--- src/rtl/cfu_requant_packer.sv ---
// Output stage for the codebook-MAC CFU: requantizes 32-bit accumulators to int8
// (bias, Q31 multiply, rounding shift, zero point, clamp) and packs bytes little-endian
// into 32-bit words. Three arithmetic stages feed a packer and one output register;
// everything stalls together when the output is backpressured.
module cfu_requant_packer #(
  parameter int unsigned PACK = 4
) (
  input  logic        clk,
  input  logic        reset,
  input  logic        cfg_valid,
  output logic        cfg_ready,
  input  logic [31:0] cfg_bias,
  input  logic [31:0] cfg_mult,
  input  logic [4:0]  cfg_shift,
  input  logic [7:0]  cfg_out_zp,
  input  logic [7:0]  cfg_act_min,
  input  logic [7:0]  cfg_act_max,
  input  logic        acc_valid,
  output logic        acc_ready,
  input  logic [31:0] acc_data,
  input  logic        acc_last,
  output logic        out_valid,
  input  logic        out_ready,
  output logic [31:0] out_data,
  output logic [2:0]  out_count,
  output logic        out_last
);

  // Latched configuration
  logic signed [31:0] bias_q, mult_q;
  logic [4:0]         shift_q;
  logic [7:0]         zp_q, min_q, max_q;

  // Pipeline stages
  logic               s1_valid_q, s1_last_q;
  logic signed [31:0] s1_b_q;
  logic               s2_valid_q, s2_last_q;
  logic signed [31:0] s2_x_q;
  logic               s3_valid_q, s3_last_q;
  logic [7:0]         s3_byte_q;

  // Packer and output register
  logic [2:0]         cnt_q;
  logic [31:0]        part_q;
  logic               out_valid_q, out_last_q;
  logic [31:0]        out_data_q;
  logic [2:0]         out_count_q;

  logic adv, cfg_fire, acc_fire;

  // Global advance, handshakes and drain detection
  always_comb begin
    adv       = !out_valid_q || out_ready;
    cfg_ready = !s1_valid_q && !s2_valid_q && !s3_valid_q && (cnt_q == 3'd0) && !out_valid_q;
    cfg_fire  = cfg_valid && cfg_ready;
    acc_ready = adv && !cfg_fire;
    acc_fire  = acc_valid && acc_ready;
  end

  // S2 datapath: saturating rounding doubling high multiply
  logic signed [63:0] a64, m64, prod, nudge, sum;
  logic signed [31:0] s2_res;
  always_comb begin
    a64    = s1_b_q;
    m64    = mult_q;
    prod   = a64 * m64;
    nudge  = prod[63] ? -64'sd1073741823 : 64'sd1073741824;
    sum    = prod + nudge;
    // floor(sum / 2^31), then bump negatives with a remainder to truncate toward zero
    s2_res = sum[62:31] + {31'd0, (sum[63] && (sum[30:0] != 31'd0))};
    if (s1_b_q == 32'sh80000000 && mult_q == 32'sh80000000) begin
      s2_res = 32'sh7FFFFFFF;
    end
  end

  // S3 datapath: round-half-away shift, zero point, activation clamp
  logic [31:0]        mask, rem, thr;
  logic signed [31:0] x_sh, y;
  logic signed [32:0] z, zmin, zmax;
  logic [7:0]         s3_res;
  always_comb begin
    mask = (32'd1 << shift_q) - 32'd1;
    rem  = s2_x_q & mask;
    thr  = (mask >> 1) + {31'd0, s2_x_q[31]};
    x_sh = s2_x_q >>> shift_q;
    y    = x_sh + {31'd0, (rem > thr)};
    z    = {y[31], y} + {{25{zp_q[7]}}, zp_q};
    zmin = {{25{min_q[7]}}, min_q};
    zmax = {{25{max_q[7]}}, max_q};
    if (z < zmin)      s3_res = min_q;
    else if (z > zmax) s3_res = max_q;
    else               s3_res = z[7:0];
  end

  // Packer: drop the S3 byte into lane cnt_q, decide whether the word is complete
  logic [31:0] merged;
  logic        emit;
  always_comb begin
    merged = part_q;
    for (int k = 0; k < PACK; k++) begin
      if (int'(cnt_q) == k) merged[8*k +: 8] = s3_byte_q;
    end
    emit = s3_valid_q && ((cnt_q == 3'(PACK - 1)) || s3_last_q);
  end

  // Configuration registers
  always_ff @(posedge clk) begin
    if (reset) begin
      bias_q  <= '0;
      mult_q  <= 32'sh7FFFFFFF;
      shift_q <= '0;
      zp_q    <= '0;
      min_q   <= 8'h80;
      max_q   <= 8'h7F;
    end else if (cfg_fire) begin
      bias_q  <= cfg_bias;
      mult_q  <= cfg_mult;
      shift_q <= cfg_shift;
      zp_q    <= cfg_out_zp;
      min_q   <= cfg_act_min;
      max_q   <= cfg_act_max;
    end
  end

  // Pipeline, packer and output register, all gated by adv
  always_ff @(posedge clk) begin
    if (reset) begin
      s1_valid_q  <= 1'b0;
      s1_last_q   <= 1'b0;
      s1_b_q      <= '0;
      s2_valid_q  <= 1'b0;
      s2_last_q   <= 1'b0;
      s2_x_q      <= '0;
      s3_valid_q  <= 1'b0;
      s3_last_q   <= 1'b0;
      s3_byte_q   <= '0;
      cnt_q       <= '0;
      part_q      <= '0;
      out_valid_q <= 1'b0;
      out_data_q  <= '0;
      out_count_q <= '0;
      out_last_q  <= 1'b0;
    end else if (adv) begin
      s1_valid_q <= acc_fire;
      s1_last_q  <= acc_last;
      s1_b_q     <= acc_data + bias_q;
      s2_valid_q <= s1_valid_q;
      s2_last_q  <= s1_last_q;
      s2_x_q     <= s2_res;
      s3_valid_q <= s2_valid_q;
      s3_last_q  <= s2_last_q;
      s3_byte_q  <= s3_res;
      out_valid_q <= emit;
      if (emit) begin
        out_data_q  <= merged;
        out_count_q <= cnt_q + 3'd1;
        out_last_q  <= s3_last_q;
        cnt_q       <= '0;
        part_q      <= '0;
      end else if (s3_valid_q) begin
        cnt_q  <= cnt_q + 3'd1;
        part_q <= merged;
      end
    end
  end

  assign out_valid = out_valid_q;
  assign out_data  = out_data_q;
  assign out_count = out_count_q;
  assign out_last  = out_last_q;

endmodule

--- config.mk ---
export PLATFORM = sky130hd
export DESIGN_NAME = cfu_requant_packer
export DESIGN_NICKNAME = d
export VERILOG_FILES = /design/src/rtl/cfu_requant_packer.sv
export SDC_FILE = /design/constraint.sdc
export NUM_CORES = 2
export LEC_CHECK = 0
export BUFFER_PORTS_ARGS = -buffer_cell sky130_fd_sc_hd__buf_2
export CORE_ASPECT_RATIO = 0.7
export CORE_UTILIZATION = 60
export CTS_BUF_LIST = sky130_fd_sc_hd__clkbuf_8
export CTS_CLUSTER_SIZE = 20
export DETAILED_ROUTE_END_ITERATION = 6
export PLACE_DENSITY = 0.78
export SLEW_MARGIN = 40
export SYNTH_ARGS = -nofsm -noshare
export SYNTH_HDL_FRONTEND = slang
export SYNTH_SLANG_ARGS = --single-unit
--- constraint.sdc ---
create_clock -name clk -period 15.6 [get_ports clk]
set_input_delay 3.12 -clock clk [delete_from_list [all_inputs] [get_ports clk]]
set_output_delay 3.12 -clock clk [all_outputs]
set_load 0.05 [all_outputs]
# Word level (Yosys, flattened, before mapping)
# Index checks and enable logic that the tools add are counted.
[classes] div=0 mul=1 bitwise=1 n_mux=12 n_eq_ne=6 shifts=2 n_reduce_logical=23 order_cmp=3 addsub=8
[ops] op="$mux 32" count=3
[ops] op="$add 32x1->32" count=2
[ops] op="$add 64x64->64" count=1
[ops] op="$eq 32x32->1 const B" count=2
[ops] op="$mul 32x32->64" count=1
[ops] op="$mux 64" count=1
[ops] op="$mux 8" count=6
[ops] op="$add 32x8->33" count=1
[ops] op="$gt 33x8->1" count=1
[ops] op="$lt 33x8->1" count=1
[ops] op="$add 31x1->32" count=1
[ops] op="$add 32x32->32" count=1
[ops] op="$and 32x32->32" count=1
[ops] op="$gt 32x32->1" count=1
[ops] op="$shl 1x5->32 const A" count=1
[ops] op="$sshr 32x5->32" count=1
[ops] op="$sub 32x1->32 const B" count=1
[ops] op="$reduce_bool 31->1" count=1
[ops] op="$logic_and 1x1->1" count=10
[ops] op="$eq 3x2->1 const B" count=2
[ops] op="$eq 3x3->1 const B" count=2
[ops] op="$logic_not 3->1" count=2
[ops] op="$mux 3" count=2
[ops] op="$logic_not 1->1" count=5
[ops] op="other kinds (4)" count=6
[word_totals] out_inout_bits=39 ff_bits=243 rom_bits=0 latchBits=0 inputBits=131 mem_bits_rw=0 wordCells=77 n_memories=0

# Longest topological paths before layout
[logic_depth] ltp_word=9 depth_mapped=70

# Worst setup path after synthesis
# OpenSTA, ideal clock, no wires.
[synth_timing] path_type="reg-to-reg" startpoint="register mult_q[2]" endpoint="register s2_x_q[27]" stages_incl_launch_ff=61 required_ns=15.509 setup_ns=0.091 arrival_time_ns=14.863 slack_ns=0.646 period_less_slack_ns=14.954 path_cell_list="dfxtp_1 clkbuf_1 clkbuf_1 nand2_1 fa_1 fa_1 fa_1 inv_1 fa_1 inv_1 fa_1 inv_1 fa_1 fa_1 inv_1 fa_1 inv_1 ha_1 [... 25 more ...] nand2_1 o31a_1 o311a_4 a2111oi_2 o21bai_1 a21boi_0 o21ai_0 nand2b_1 a21oi_1 a41oi_1 ha_1 and2_1 nand4_1 nor3_2 nand3_1 or4_4 or3_1 a311oi_1"
[synth_via] elab_chain_cells=7
[synth_rtl] element="from (decl)" line="30" text="logic signed [31:0] bias_q, mult_q;"
[synth_rtl] element="from (signal assigned)" line="117" text="mult_q <= cfg_mult;"
[synth_rtl] element="$mul 32x32->64" line="66" text="prod = a64 * m64;"
[synth_rtl] element="$mux 64" line="67" text="nudge = prod[63] ? -64'sd1073741823 : 64'sd1073741824;"
[synth_rtl] element="$add 64x64->64" line="68" text="sum = prod + nudge;"
[synth_rtl] element="$reduce_bool 31->1" line="70" text="s2_res = sum[62:31] + {31'd0, (sum[63] && (sum[30:0] != 31'd0))};"
[synth_rtl] element="$logic_and 1x1->1" line="70"
[synth_rtl] element="$add 32x1->32" line="70"
[synth_rtl] element="$mux 32 *" line="71" text="if (s1_b_q == 32'sh80000000 && mult_q == 32'sh80000000) begin"
[synth_rtl] element="to (signal assigned)" line="149" text="s2_x_q <= s2_res;"
[synth_rtl] element="to (decl)" line="38" text="logic signed [31:0] s2_x_q;"
# Every way passes the cells marked *; elsewhere a longest branch is shown, timed or not.
# A chain may end at the register's enable or synchronous reset.

# Final worst setup path
[layout_timing] startpoint="register s1_b_q[12]" endpoint="register s2_x_q[27]"
[layout_via] elab_chain_cells=7
[layout_rtl] element="from (decl)" line="36" text="logic signed [31:0] s1_b_q;"
[layout_rtl] element="from (signal assigned)" line="146" text="s1_b_q <= acc_data + bias_q;"
[layout_rtl] element="$mul 32x32->64" line="66"
[layout_rtl] element="$mux 64" line="67"
[layout_rtl] element="$add 64x64->64" line="68"
[layout_rtl] element="$reduce_bool 31->1" line="70"
[layout_rtl] element="$logic_and 1x1->1" line="70"
[layout_rtl] element="$add 32x1->32" line="70"
[layout_rtl] element="$mux 32 *" line="71"
# Marked as above.

==> flow_summary.json <==
{
  "status": "finished, violations left",
  "failed_checks": "design-rule violations",
  "hold_buffers": 0,
  "end_kind": "register",
  "coreArea_um2": 92860,
  "grtUsageTotal_pct": 35.18,
  "dr_total_vias": 46955,
  "fin_skew_ns": 0.08438,
  "crit_slowest_cell": "fa_1",
  "num_rows": 93,
  "max_freq_ghz": 0.06792,
  "utilization_pct": 64.47,
  "synth.distinct_cells": 89,
  "wire_per_inst_um": 20.60,
  "dp_hpwl_um": 135000,
  "start_util_pct": 61.10,
  "avgSynthCellArea_um2": 8.343,
  "cp_slowest_stage_delay_ns": 0.55,
  "grt-busiest-layer": "met2",
  "met3_usage_pct": 9.125,
  "crit_arrival_ns": 15.26,
  "syn-cell-area_um2": 56730,
  "grt.overflow.total": 0,
  "crit_path_start_kind": "register",
  "async_flop_share_pct": 0,
  "setup_violations": 0,
  "critPathKind": "register to register",
  "ys_ff_latch": 243,
  "grt_pass1_vias": 47871,
  "clock_path_buffers": 3,
  "die_w_um": 369.5,
  "r2r_cells": 57,
  "finalWirelength_um": 165300,
  "synth-seq-area-share_pct": 8.575,
  "min_path_type": "register to register",
  "startpoint": "s1_b_q[12]",
  "holdPathStages": 2,
  "dpl.cell_count": 7931,
  "cts.reportedPaths.clkPinSlew_ns": 0.07,
  "antenna_left": 0,
  "hold_viol_final": 0,
  "grt_use_met1_pct": 50.55,
  "grtUsageMet2_pct": 52.94,
  "post-route-drc-count": 30,
  "gp_congestion": 0.9888,
  "via_per_inst": 5.852,
  "synth_ff_type": "dfxtp_1",
  "yosys_warnings": 0,
  "fp.dieArea_um2": 95810,
  "fin_cells": 8024,
  "port-buffer-count": 169,
  "nets": 8356,
  "cts-htree-levels": 2,
  "cap_violations": 0,
  "area_growth_pct": 5.514,
  "cp_common_cell": "fa_1",
  "clock-sinks": 243,
  "drt_pass1_iterations": 7,
  "cts-root-buf": "clkbuf_8",
  "hold_start": "s2_last_q",
  "grt_max_degree": 107,
  "final-max-slew-violation-count": 0,
  "tritoncts": "built",
  "syn_inst": 6800,
  "first_iter_violations": 4885,
  "slew_headroom_pct": 35.86,
  "grt_pass1_wl_um": 263600,
  "syn_nets": 8407,
  "antenna_found_initial": 8,
  "cts-buffers-inserted": 45,
  "worstSkewPairLatency_ns": 0.70,
  "cp_max_fo": 15,
  "fin_crit_ns": 14.72,
  "worst_pin_slew_ns": 0.9533,
  "required_ns": 16.13,
  "drive_gt1_share_pct": 7.578,
  "die_h_um": 259.3,
  "min_period_over_period_pct": 94.38,
  "regToRegStartpoint": "s1_b_q[12]",
  "synth_edf_count": 0,
  "ios": 170
}
## worst max-delay path, delay by kind of cell, from the launching register on
family | cells | cell delay (ns)
fa+ha+maj | 11 | 4.84
compound gates | 20 | 4.55
buf+inv | 7 | 0.97
xor+xnor | 1 | 0.20
flops | 1 | 0.52
simple gates | 18 | 3.51
## final timing paths
path,slack (ns),endpoint
min reg2reg,0.46,s2_last_q
max reg2reg,0.88,s2_x_q[27]
min,0.46,s2_last_q
max,0.88,s2_x_q[27]
## sequential cells by signal (all words and copies together), names as in the netlist, 3 cells and up
signal	flops
min_q	8
bias_q	32
cnt_q	3
out_data	32
shift_q	5
max_q	8
s2_x_q	32
s1_b_q	32
mult_q	32
s3_byte_q	8
out_count	3
zp_q	8
part_q	32
## per-layer routing
metal  up-vias  share of wire, %
li1      21003                 -
met1     23278                42
met2      2382                43
met3       292                12
met4         0               2.7
met5         -                 0
## layout make-up
| cell class | count | area (µm²) |
|---|---|---|
| multi-input combinational | 4901 | 45780 |
| fill | 7791 | 33000 |
| timing repair buffer | 304 | 1956 |
| sequential | 243 | 4938 |
| clock inverter | 29 | 202.7 |
| inverter | 1254 | 4711 |
| tap | 1235 | 1545 |
| clock buffer | 52 | 715.7 |
| antenna | 6 | 15.01 |
## metrics by stage
step / setup TNS [ns] / hold slack, ns / setup WS [ns] / cell area [µm²]
after global placement: 0 / 0.4409 / 0.6445 / 58630
final: 0 / 0.4551 / 0.8762 / 59860
after global routing: -0.01191 / 0.4804 / -0.01191 / 59860
after CTS: 0 / 0.4561 / 0.1663 / 59580
after detailed placement: 0 / 0.4473 / 0.3102 / 58670
after floorplan: 0 / 0.4321 / 0.6461 / 56730
## cell families after synthesis
group,share of synthesized area (%)
multiplexers,2.448
buffers and inverters,10.96
flip-flops,8.575
adder cells (fa/ha/maj),46.90
AO/OA/AOI/OAI,9.885
AND/OR/NAND/NOR,18.11
other,0.01324
XOR/XNOR,3.116
## timing repair
action / 4_1_cts / 5_1_grt
setup endpoints to repair: 0 / 25
resized for setup: 0 / 79
setup buffers: 0 / 6
## synth_stat cells (all sizes together) (62+ instances only)
cell / count / area [µm²]
inv: 1251 / 4696
nand2: 1162 / 4362
fa: 1084 / 21700
ha: 392 / 4905
clkbuf: 377 / 1415
a21oi: 306 / 1531
nor2: 284 / 1074
and2: 276 / 1727
dfxtp: 243 / 4865
o21ai: 173 / 877.1
xnor2: 135 / 1182
nand3: 99 / 495.5
nor2b: 83 / 519.3
a211oi: 72 / 550.5
a21o: 69 / 518.0
mux2i: 69 / 690.7
nor3: 66 / 335.3
xor2: 66 / 585.6
nand2b: 62 / 387.9
## layout by cell type, fill, tap and decap left out, types with 33 or more instances in the layout
cell type	n
buf_2	168
o21ai_0	165
nor2b_1	79
ha_1	392
o211ai_1	34
nor3_1	65
nand3_1	99
nor2_1	279
buf_4	114
nand2_1	1161
xor2_1	65
dfxtp_1	202
nand4_1	48
mux2i_1	69
o21a_1	33
and2_1	275
xnor2_1	134
clkbuf_8	52
nand2b_1	61
a21o_1	69
a21oi_1	303
inv_1	1265
fa_1	1083
a211oi_1	70
and3_1	40
Power is left out: the tool's default activity adds up to more than one toggle a clock period on the data nets, which glitch-free logic cannot reach.
